[config.mk]
export PLATFORM = sky130hd
export DESIGN_NAME = calc_operand_entry
export DESIGN_NICKNAME = d
export VERILOG_FILES = /design/src/rtl/calc_pkg.sv /design/src/rtl/calc_digit_accum.sv /design/src/rtl/calc_operand_entry.sv
export SDC_FILE = /design/constraint.sdc
export NUM_CORES = 1
export LEC_CHECK = 0
export BUFFER_PORTS_ARGS = -buffer_cell sky130_fd_sc_hd__buf_4
export CORE_ASPECT_RATIO = 0.7
export CORE_UTILIZATION = 40
export DETAILED_ROUTE_END_ITERATION = 10
export PLACE_DENSITY = 0.69
export SYNTH_ARGS = -nofsm -noshare
export SYNTH_HDL_FRONTEND = slang
export SYNTH_SLANG_ARGS = --single-unit
[constraint.sdc]
create_clock -name clk -period 2.3 [get_ports clk]
set_input_delay 0.23 -clock clk [delete_from_list [all_inputs] [get_ports clk]]
set_output_delay 0.23 -clock clk [all_outputs]
set_load 0.01 [all_outputs]
[src/rtl/calc_pkg.sv]
// Shared keypad/calculator definitions: key codes, entry-state encoding and
// digit-accumulator commands, used by the entry stage and the arithmetic stage.
package calc_pkg;

    localparam logic [3:0] KEY_A = 4'd10;  // add
    localparam logic [3:0] KEY_B = 4'd11;  // subtract
    localparam logic [3:0] KEY_C = 4'd12;  // multiply
    localparam logic [3:0] KEY_D = 4'd13;  // clear
    localparam logic [3:0] KEY_E = 4'd14;  // equals
    localparam logic [3:0] KEY_F = 4'd15;  // backspace when enabled

    typedef enum logic [1:0] {
        ST_OP1    = 2'd0,
        ST_OP2    = 2'd1,
        ST_RESULT = 2'd2
    } entry_state_e;

    typedef enum logic [2:0] {
        ACC_HOLD,
        ACC_CLEAR,
        ACC_LOAD,
        ACC_APPEND,
        ACC_BACK
    } acc_cmd_e;

    function automatic logic is_digit(input logic [3:0] key);
        return key <= 4'd9;
    endfunction

    function automatic logic is_operator(input logic [3:0] key);
        return (key == KEY_A) || (key == KEY_B) || (key == KEY_C);
    endfunction

endpackage

[src/rtl/calc_digit_accum.sv]
// Decimal operand accumulator: holds a binary value and its digit count.
// Backspace (divide by 10) is only built when CALC_ENTRY_BACKSPACE_EN is defined.
module calc_digit_accum
    import calc_pkg::*;
#(
    parameter int MAX_DIGITS = 2,
    parameter int OPW        = 7,
    localparam int CNTW      = $clog2(MAX_DIGITS + 1)
) (
    input  logic           clk,
    input  logic           rst_n,
    input  acc_cmd_e       cmd,
    input  logic [3:0]     digit,
    output logic [OPW-1:0] value,
    output logic           empty
);

    logic [OPW-1:0]  value_q, value_d;
    logic [CNTW-1:0] count_q, count_d;

    always_comb begin
        value_d = value_q;
        count_d = count_q;
        case (cmd)
            ACC_CLEAR: begin
                value_d = '0;
                count_d = '0;
            end
            ACC_LOAD: begin
                value_d = OPW'(digit);
                count_d = CNTW'(1);
            end
            ACC_APPEND: begin
                // Digits beyond MAX_DIGITS are dropped without touching the value.
                if (count_q < CNTW'(MAX_DIGITS)) begin
                    value_d = value_q * OPW'(10) + OPW'(digit);
                    count_d = count_q + CNTW'(1);
                end
            end
`ifdef CALC_ENTRY_BACKSPACE_EN
            ACC_BACK: begin
                if (count_q != '0) begin
                    value_d = value_q / OPW'(10);
                    count_d = count_q - CNTW'(1);
                end
            end
`endif
            default: ;
        endcase
    end

    always_ff @(posedge clk or negedge rst_n) begin
        if (!rst_n) begin
            value_q <= '0;
            count_q <= '0;
        end else begin
            value_q <= value_d;
            count_q <= count_d;
        end
    end

    assign value = value_q;
    assign empty = (count_q == '0);

endmodule

[src/rtl/calc_operand_entry.sv]
// Keypad entry FSM: builds two operands and an operator, pulses 'pressed' on E or D.
// Optional backspace on key F is enabled by defining CALC_ENTRY_BACKSPACE_EN.
module calc_operand_entry
    import calc_pkg::*;
#(
    parameter int MAX_DIGITS = 2,
    parameter int OPW        = 7
) (
    input  logic           clk,
    input  logic           rst_n,
    input  logic           modo,
    input  logic           key_valid,
    input  logic [3:0]     key_code,
    output logic [OPW-1:0] in1,
    output logic [OPW-1:0] in2,
    output logic [3:0]     op_code,
    output logic           pressed,
    output logic [1:0]     entry_st
);

    // key_valid is a one-cycle strobe with no back-pressure: a key is taken on
    // every rising edge where key_valid && modo, including consecutive cycles.
    entry_state_e state_q, state_d;
    logic [3:0]   op_code_q, op_code_d;
    logic         pressed_q, pressed_d;
    acc_cmd_e     cmd1, cmd2;
    logic         empty1, empty2;
    logic         accept;

    assign accept = key_valid && modo;

    always_comb begin
        state_d   = state_q;
        op_code_d = op_code_q;
        pressed_d = 1'b0;
        cmd1      = ACC_HOLD;
        cmd2      = ACC_HOLD;
        if (accept) begin
            if (key_code == KEY_D) begin
                // An empty accumulator already holds zero, so it is left alone.
                cmd1      = empty1 ? ACC_HOLD : ACC_CLEAR;
                cmd2      = empty2 ? ACC_HOLD : ACC_CLEAR;
                op_code_d = KEY_D;
                pressed_d = 1'b1;
                state_d   = ST_OP1;
            end else begin
                case (state_q)
                    ST_OP1: begin
                        if (is_digit(key_code)) begin
                            cmd1 = ACC_APPEND;
                        end else if (is_operator(key_code)) begin
                            op_code_d = key_code;
                            state_d   = ST_OP2;
                        end
`ifdef CALC_ENTRY_BACKSPACE_EN
                        else if (key_code == KEY_F) begin
                            cmd1 = ACC_BACK;
                        end
`endif
                    end
                    ST_OP2: begin
                        if (is_digit(key_code)) begin
                            cmd2 = ACC_APPEND;
                        end else if (is_operator(key_code)) begin
                            op_code_d = key_code;
                        end else if (key_code == KEY_E && !empty2) begin
                            pressed_d = 1'b1;
                            state_d   = ST_RESULT;
                        end
`ifdef CALC_ENTRY_BACKSPACE_EN
                        else if (key_code == KEY_F) begin
                            if (empty2) state_d = ST_OP1;
                            else        cmd2    = ACC_BACK;
                        end
`endif
                    end
                    ST_RESULT: begin
                        // A digit after a result starts a fresh calculation.
                        if (is_digit(key_code)) begin
                            cmd1    = ACC_LOAD;
                            cmd2    = ACC_CLEAR;
                            state_d = ST_OP1;
                        end
                    end
                    default: state_d = ST_OP1;
                endcase
            end
        end
    end

    always_ff @(posedge clk or negedge rst_n) begin
        if (!rst_n) begin
            state_q   <= ST_OP1;
            op_code_q <= 4'd0;
            pressed_q <= 1'b0;
        end else begin
            state_q   <= state_d;
            op_code_q <= op_code_d;
            pressed_q <= pressed_d;
        end
    end

    calc_digit_accum #(.MAX_DIGITS(MAX_DIGITS), .OPW(OPW)) u_acc1 (
        .clk   (clk),
        .rst_n (rst_n),
        .cmd   (cmd1),
        .digit (key_code),
        .value (in1),
        .empty (empty1)
    );

    calc_digit_accum #(.MAX_DIGITS(MAX_DIGITS), .OPW(OPW)) u_acc2 (
        .clk   (clk),
        .rst_n (rst_n),
        .cmd   (cmd2),
        .digit (key_code),
        .value (in2),
        .empty (empty2)
    );

    assign op_code  = op_code_q;
    assign pressed  = pressed_q;
    assign entry_st = state_q;

endmodule

==> impl_results.html <==
<table>
<tr><th>Metric</th><th>Value</th></tr>
<tr><th colspan="2">Floorplanning</th></tr>
<tr><td>Die area</td><td>4940 sq um</td></tr>
<tr><td>Starting density of the core</td><td>42.3%</td></tr>
<tr><td>Core Rows</td><td>20</td></tr>
<tr><td>Die boundary height</td><td>59.1 microns</td></tr>
<tr><td>Width of the die</td><td>83.6 microns</td></tr>
<tr><td>Number of placed I/O pins</td><td>29</td></tr>
<tr><td>Core region area</td><td>4400 sq um</td></tr>
<tr><th colspan="2">Timing</th></tr>
<tr><td>Number of failing hold endpoints at the final stage</td><td>0</td></tr>
<tr><td>Final hold slack</td><td>254 ps</td></tr>
<tr><td>Slew at the pin with the worst max-slew slack</td><td>472 ps</td></tr>
<tr><td>Maximum clock frequency</td><td>0.473 GHz</td></tr>
<tr><td>Setup tns final</td><td>0 ps</td></tr>
<tr><td>Number of pins exceeding their max-slew limit in the final report</td><td>0</td></tr>
<tr><td>Tightest slew margin relative to the limit</td><td>68.3%</td></tr>
<tr><td>Minimum period implied by the final worst setup slack</td><td>2110 ps</td></tr>
<tr><td>Total of endpoints with negative setup slack in the final report</td><td>0</td></tr>
<tr><td>Clk_skew</td><td>2.49 ps</td></tr>
<tr><td>Final Cycle Share</td><td>91.8%</td></tr>
<tr><td>Setup repair after global routing missed its margin</td><td>no</td></tr>
<tr><th colspan="2">Logic synthesis</th></tr>
<tr><td>Proportion of netlist area held by the largest area contributor</td><td>33.6%</td></tr>
<tr><td>Async S/R FF share, synth</td><td>100%</td></tr>
<tr><td>Top flip-flop cell by instance count after synthesis</td><td>sky130_fd_sc_hd__dfrtp_1</td></tr>
<tr><td>Number of warnings printed during yosys synthesis</td><td>0</td></tr>
<tr><td>Post-synthesis register bit count</td><td>25</td></tr>
<tr><td>Mux cell area share after synthesis</td><td>2.22%</td></tr>
<tr><td>Post-synthesis compound-gate area fraction</td><td>18.1%</td></tr>
<tr><td>Portion of the post-synthesis area used by sequential elements</td><td>33.6%</td></tr>
<tr><td>Post-Synth Adder-Cell Area</td><td>17.1%</td></tr>
<tr><td>Count of flip-flops with a built-in enable after synthesis</td><td>0</td></tr>
<tr><td>Synth Area in Simple Gates</td><td>16.2%</td></tr>
<tr><td>Count of different cell masters after synthesis</td><td>51</td></tr>
<tr><td>Cell area after synthesis</td><td>1860 sq um</td></tr>
<tr><td>Cell types with the largest area share after synthesis</td><td>sky130_fd_sc_hd__dfrtp_1 (34%), sky130_fd_sc_hd__ha_1 (13%), sky130_fd_sc_hd__nand2_1 (5.4%)</td></tr>
<tr><td>Total nets after synthesis</td><td>222</td></tr>
<tr><td>Fraction of synthesized cell area in xor and xnor cells</td><td>7.05%</td></tr>
<tr><td>Dominant combinational cell family by area after synthesis</td><td>compound AO/OA/AOI/OAI gates</td></tr>
<tr><td>Cell type with the largest total area after synthesis</td><td>sky130_fd_sc_hd__dfrtp_1</td></tr>
<tr><td>Number of cells produced by synthesis</td><td>191</td></tr>
<tr><td>Synthesized area per cell</td><td>9.75 sq um</td></tr>
<tr><th colspan="2">Worst setup path</th></tr>
<tr><td>Delay of the slowest cell on the worst path</td><td>460 ps</td></tr>
<tr><td>Critical path's most frequent cell</td><td>sky130_fd_sc_hd__ha_1</td></tr>
<tr><td>Startpoint types</td><td>flop</td></tr>
<tr><td>WP data arrival</td><td>2280 ps</td></tr>
<tr><td>Type of element capturing the critical path</td><td>flop</td></tr>
<tr><td>Type of the worst setup path</td><td>flop to flop</td></tr>
<tr><td>Worst-path fanout max</td><td>5</td></tr>
<tr><td>Cell at the slowest stage of the critical path</td><td>sky130_fd_sc_hd__fa_1</td></tr>
<tr><td>Critical path required time</td><td>2470 ps</td></tr>
<tr><td>Cell-by-cell listing of the critical path</td><td>ha_1, ha_1, inv_1, fa_1, nor3b_2, xnor2_1, a32o_1</td></tr>
<tr><th colspan="2">Route</th></tr>
<tr><td>Router iterations before antenna repair</td><td>4</td></tr>
<tr><td>M1 WL</td><td>1980 microns</td></tr>
<tr><td>Wirelength per Cell</td><td>14.7 microns</td></tr>
<tr><td>Via count of the routed design</td><td>1437</td></tr>
<tr><td>Via-per-instance ratio</td><td>5.21</td></tr>
<tr><td>Routed length on met2</td><td>1900 microns</td></tr>
<tr><td>Drt total wl</td><td>4060 microns</td></tr>
<tr><td>Met3 wire length</td><td>148 microns</td></tr>
<tr><td>Number of design-rule violations left by the first detailed-router iteration</td><td>80</td></tr>
<tr><td>DRC violations left</td><td>0</td></tr>
<tr><td>Highest routed layer</td><td>met4</td></tr>
<tr><td>Remaining antenna violation count after routing</td><td>0</td></tr>
<tr><th colspan="2">Clocking</th></tr>
<tr><td>Clock tree from TritonCTS</td><td>done</td></tr>
<tr><td>Post-CTS clock slew at the launch and capture registers of the worst setup and hold paths</td><td>90 ps</td></tr>
<tr><td>Clock sink count</td><td>25</td></tr>
<tr><td>CTS Buffer Depth</td><td>2</td></tr>
<tr><td>CTS root buffer</td><td>sky130_fd_sc_hd__clkbuf_8</td></tr>
<tr><td>Latest clock arrival within the worst-skew pair</td><td>270 ps</td></tr>
<tr><td>Number of H-tree branching levels</td><td>1</td></tr>
<tr><td>Number of buffers added by the clock tree synthesis step</td><td>3</td></tr>
<tr><th colspan="2">Cells and area</th></tr>
<tr><td>Post-layout net count</td><td>253</td></tr>
<tr><td>Area delta synth-&gt;final</td><td>17.3%</td></tr>
<tr><td>Number of inserted diodes</td><td>0</td></tr>
<tr><td>Share of cells above drive strength 1</td><td>23.5%</td></tr>
<tr><th colspan="2">GRT</th></tr>
<tr><td>Tot GR Track Use</td><td>18.1%</td></tr>
<tr><td>Via count of the first global-routing pass</td><td>1421</td></tr>
<tr><td>Global-route wire length before repair</td><td>6950 microns</td></tr>
<tr><td>Pin count of the biggest net entering global routing</td><td>26</td></tr>
<tr><td>Grt total ovfl</td><td>0</td></tr>
<tr><td>Number of antenna violations at the first check in global routing</td><td>0</td></tr>
<tr><th colspan="2">Hold path</th></tr>
<tr><td>Hold crit path type</td><td>primary input to flop</td></tr>
<tr><th colspan="2">Placement</th></tr>
<tr><td>Detailed-placement wirelength estimate</td><td>3140 microns</td></tr>
<tr><td>Port Buffer Count</td><td>28</td></tr>
<tr><td>Final weighted congestion of routability-driven global placement</td><td>0.861</td></tr>
<tr><th colspan="2">Outcome</th></tr>
<tr><td>Outcome</td><td>completed</td></tr>
<tr><th colspan="2">Power</th></tr>
<tr><td>IR drop worst, VDD</td><td>0.626 mV</td></tr>
<tr><td>Total leakage power</td><td>0.00104 uW</td></tr>
<tr><td>Power density over the cells</td><td>1030 nW/um^2</td></tr>
<tr><th colspan="2">Flow run</th></tr>
<tr><td>Reported max-cap violation count</td><td>0</td></tr>
</table>
==> what timing repair did <==
action / in CTS / in global routing
endpoints found under the setup margin: 0 / 1
resized for setup: 0 / 1
buffers inserted: 0 / 0
endpoints found under the hold margin: 25 / 0
hold buffers: 1 / 0
==> worst paths after layout <==
kind                                  from              end  slack [ps]  cells after the start
setup / recovery           u_acc2.value[1]  u_acc2.value[6]         190                      7
hold / removal                 key_code[0]  u_acc2.value[0]         250                      3
setup reg to reg           u_acc2.value[1]  u_acc2.value[6]         190                      7
hold reg to reg                 op_code[3]       op_code[3]         480                      1
max in group asynchronous            rst_n  u_acc1.value[3]        1650                      2
min in group asynchronous            rst_n  u_acc1.value[6]         390                      2
==> cell type report <==
cell class | instances | area [sq um]
Fill cell | 432 | 2220
Multi-Input combinational cell | 143 | 1130
Sequential cell | 25 | 626
Timing Repair Buffer | 33 | 250
Tap cell | 55 | 68.8
Inverter | 16 | 60.1
Clock buffer | 4 | 45.0
==> worst max-delay path: cells and delay by family, from the launching register on <==
family / cells / cell delay [ps]
adder cells (fa/ha/maj): 3 / 960
flip-flops: 1 / 440
AO/OA/AOI/OAI: 1 / 240
AND/OR/NAND/NOR: 1 / 220
XOR/XNOR: 1 / 80
buffers and inverters: 1 / 70
==> flip-flops by register name, summed over array words and instances, names as in the netlist <==
name            cells
op_code             4
entry_st            2
u_acc1.value        7
u_acc2.count_q      2
pressed             1
u_acc1.count_q      2
u_acc2.value        7
==> per-layer routing <==
layer  GRT usage (%)  vias up
met2            31.7       26
met4            2.91        0
met3            3.90        4
li1                -      727
met1            23.8      680
met5               0        -
==> stage by stage <==
step,power [uW],instance area [sq um],cells,setup slack [ps],util [%]
after floorplan,1570,1860,191,194,-
final,2260,2180,276,188,49.6
after detailed placement,2000,2120,271,134,48.2
after global routing,2440,2180,276,46.6,49.6
after global placement,1950,2120,271,195,48.2
after CTS,2280,2180,276,120,49.5
==> where the power goes <==
group	internal (uW)	total, uW	switching (uW)
sequential	569	691	122
clock	124	269	145
combinational	648	1300	650
==> cell usage after synthesis, drive strengths merged, types with 2 or more instances <==
master / instances
a21o: 3
a21oi: 6
a221o: 2
a22o: 4
a31oi: 2
and2b: 2
buf: 4
clkbuf: 3
dfrtp: 25
fa: 4
ha: 19
inv: 16
mux2i: 3
nand2: 27
nand3: 2
nand4: 2
nor2: 9
nor2b: 2
nor3: 3
nor3b: 2
o21ai: 15
o31ai: 3
xnor2: 11
xor2: 4
==> cells in the final DEF, fill, tap and decap left out, drive strengths merged, types with 2 or more instances in the layout <==
cell type / instances
dfrtp: 25
and2b: 2
clkbuf: 4
nand4: 2
nor3: 3
xnor2: 11
o21ai: 15
a21o: 3
nor3b: 2
a21oi: 6
buf: 32
xor2: 4
a22o: 4
a221o: 2
nor2b: 2
nand3: 2
inv: 16
a31oi: 2
nand2: 27
nor2: 9
ha: 19
o31ai: 3
fa: 4
mux2i: 3
==> kinds of logic (layout without fill, tap and decap cells) <==
family	Yosys count	count (layout)
adders and majority gates	23	23
AOI/OAI and AO/OA	45	45
DFF	25	25
muxes	4	4
and+or+nand+nor	56	56
buffers and inverters	23	53
xor gates and xnor gates	15	15
Note: power is estimated with default switching activity, not from simulation.
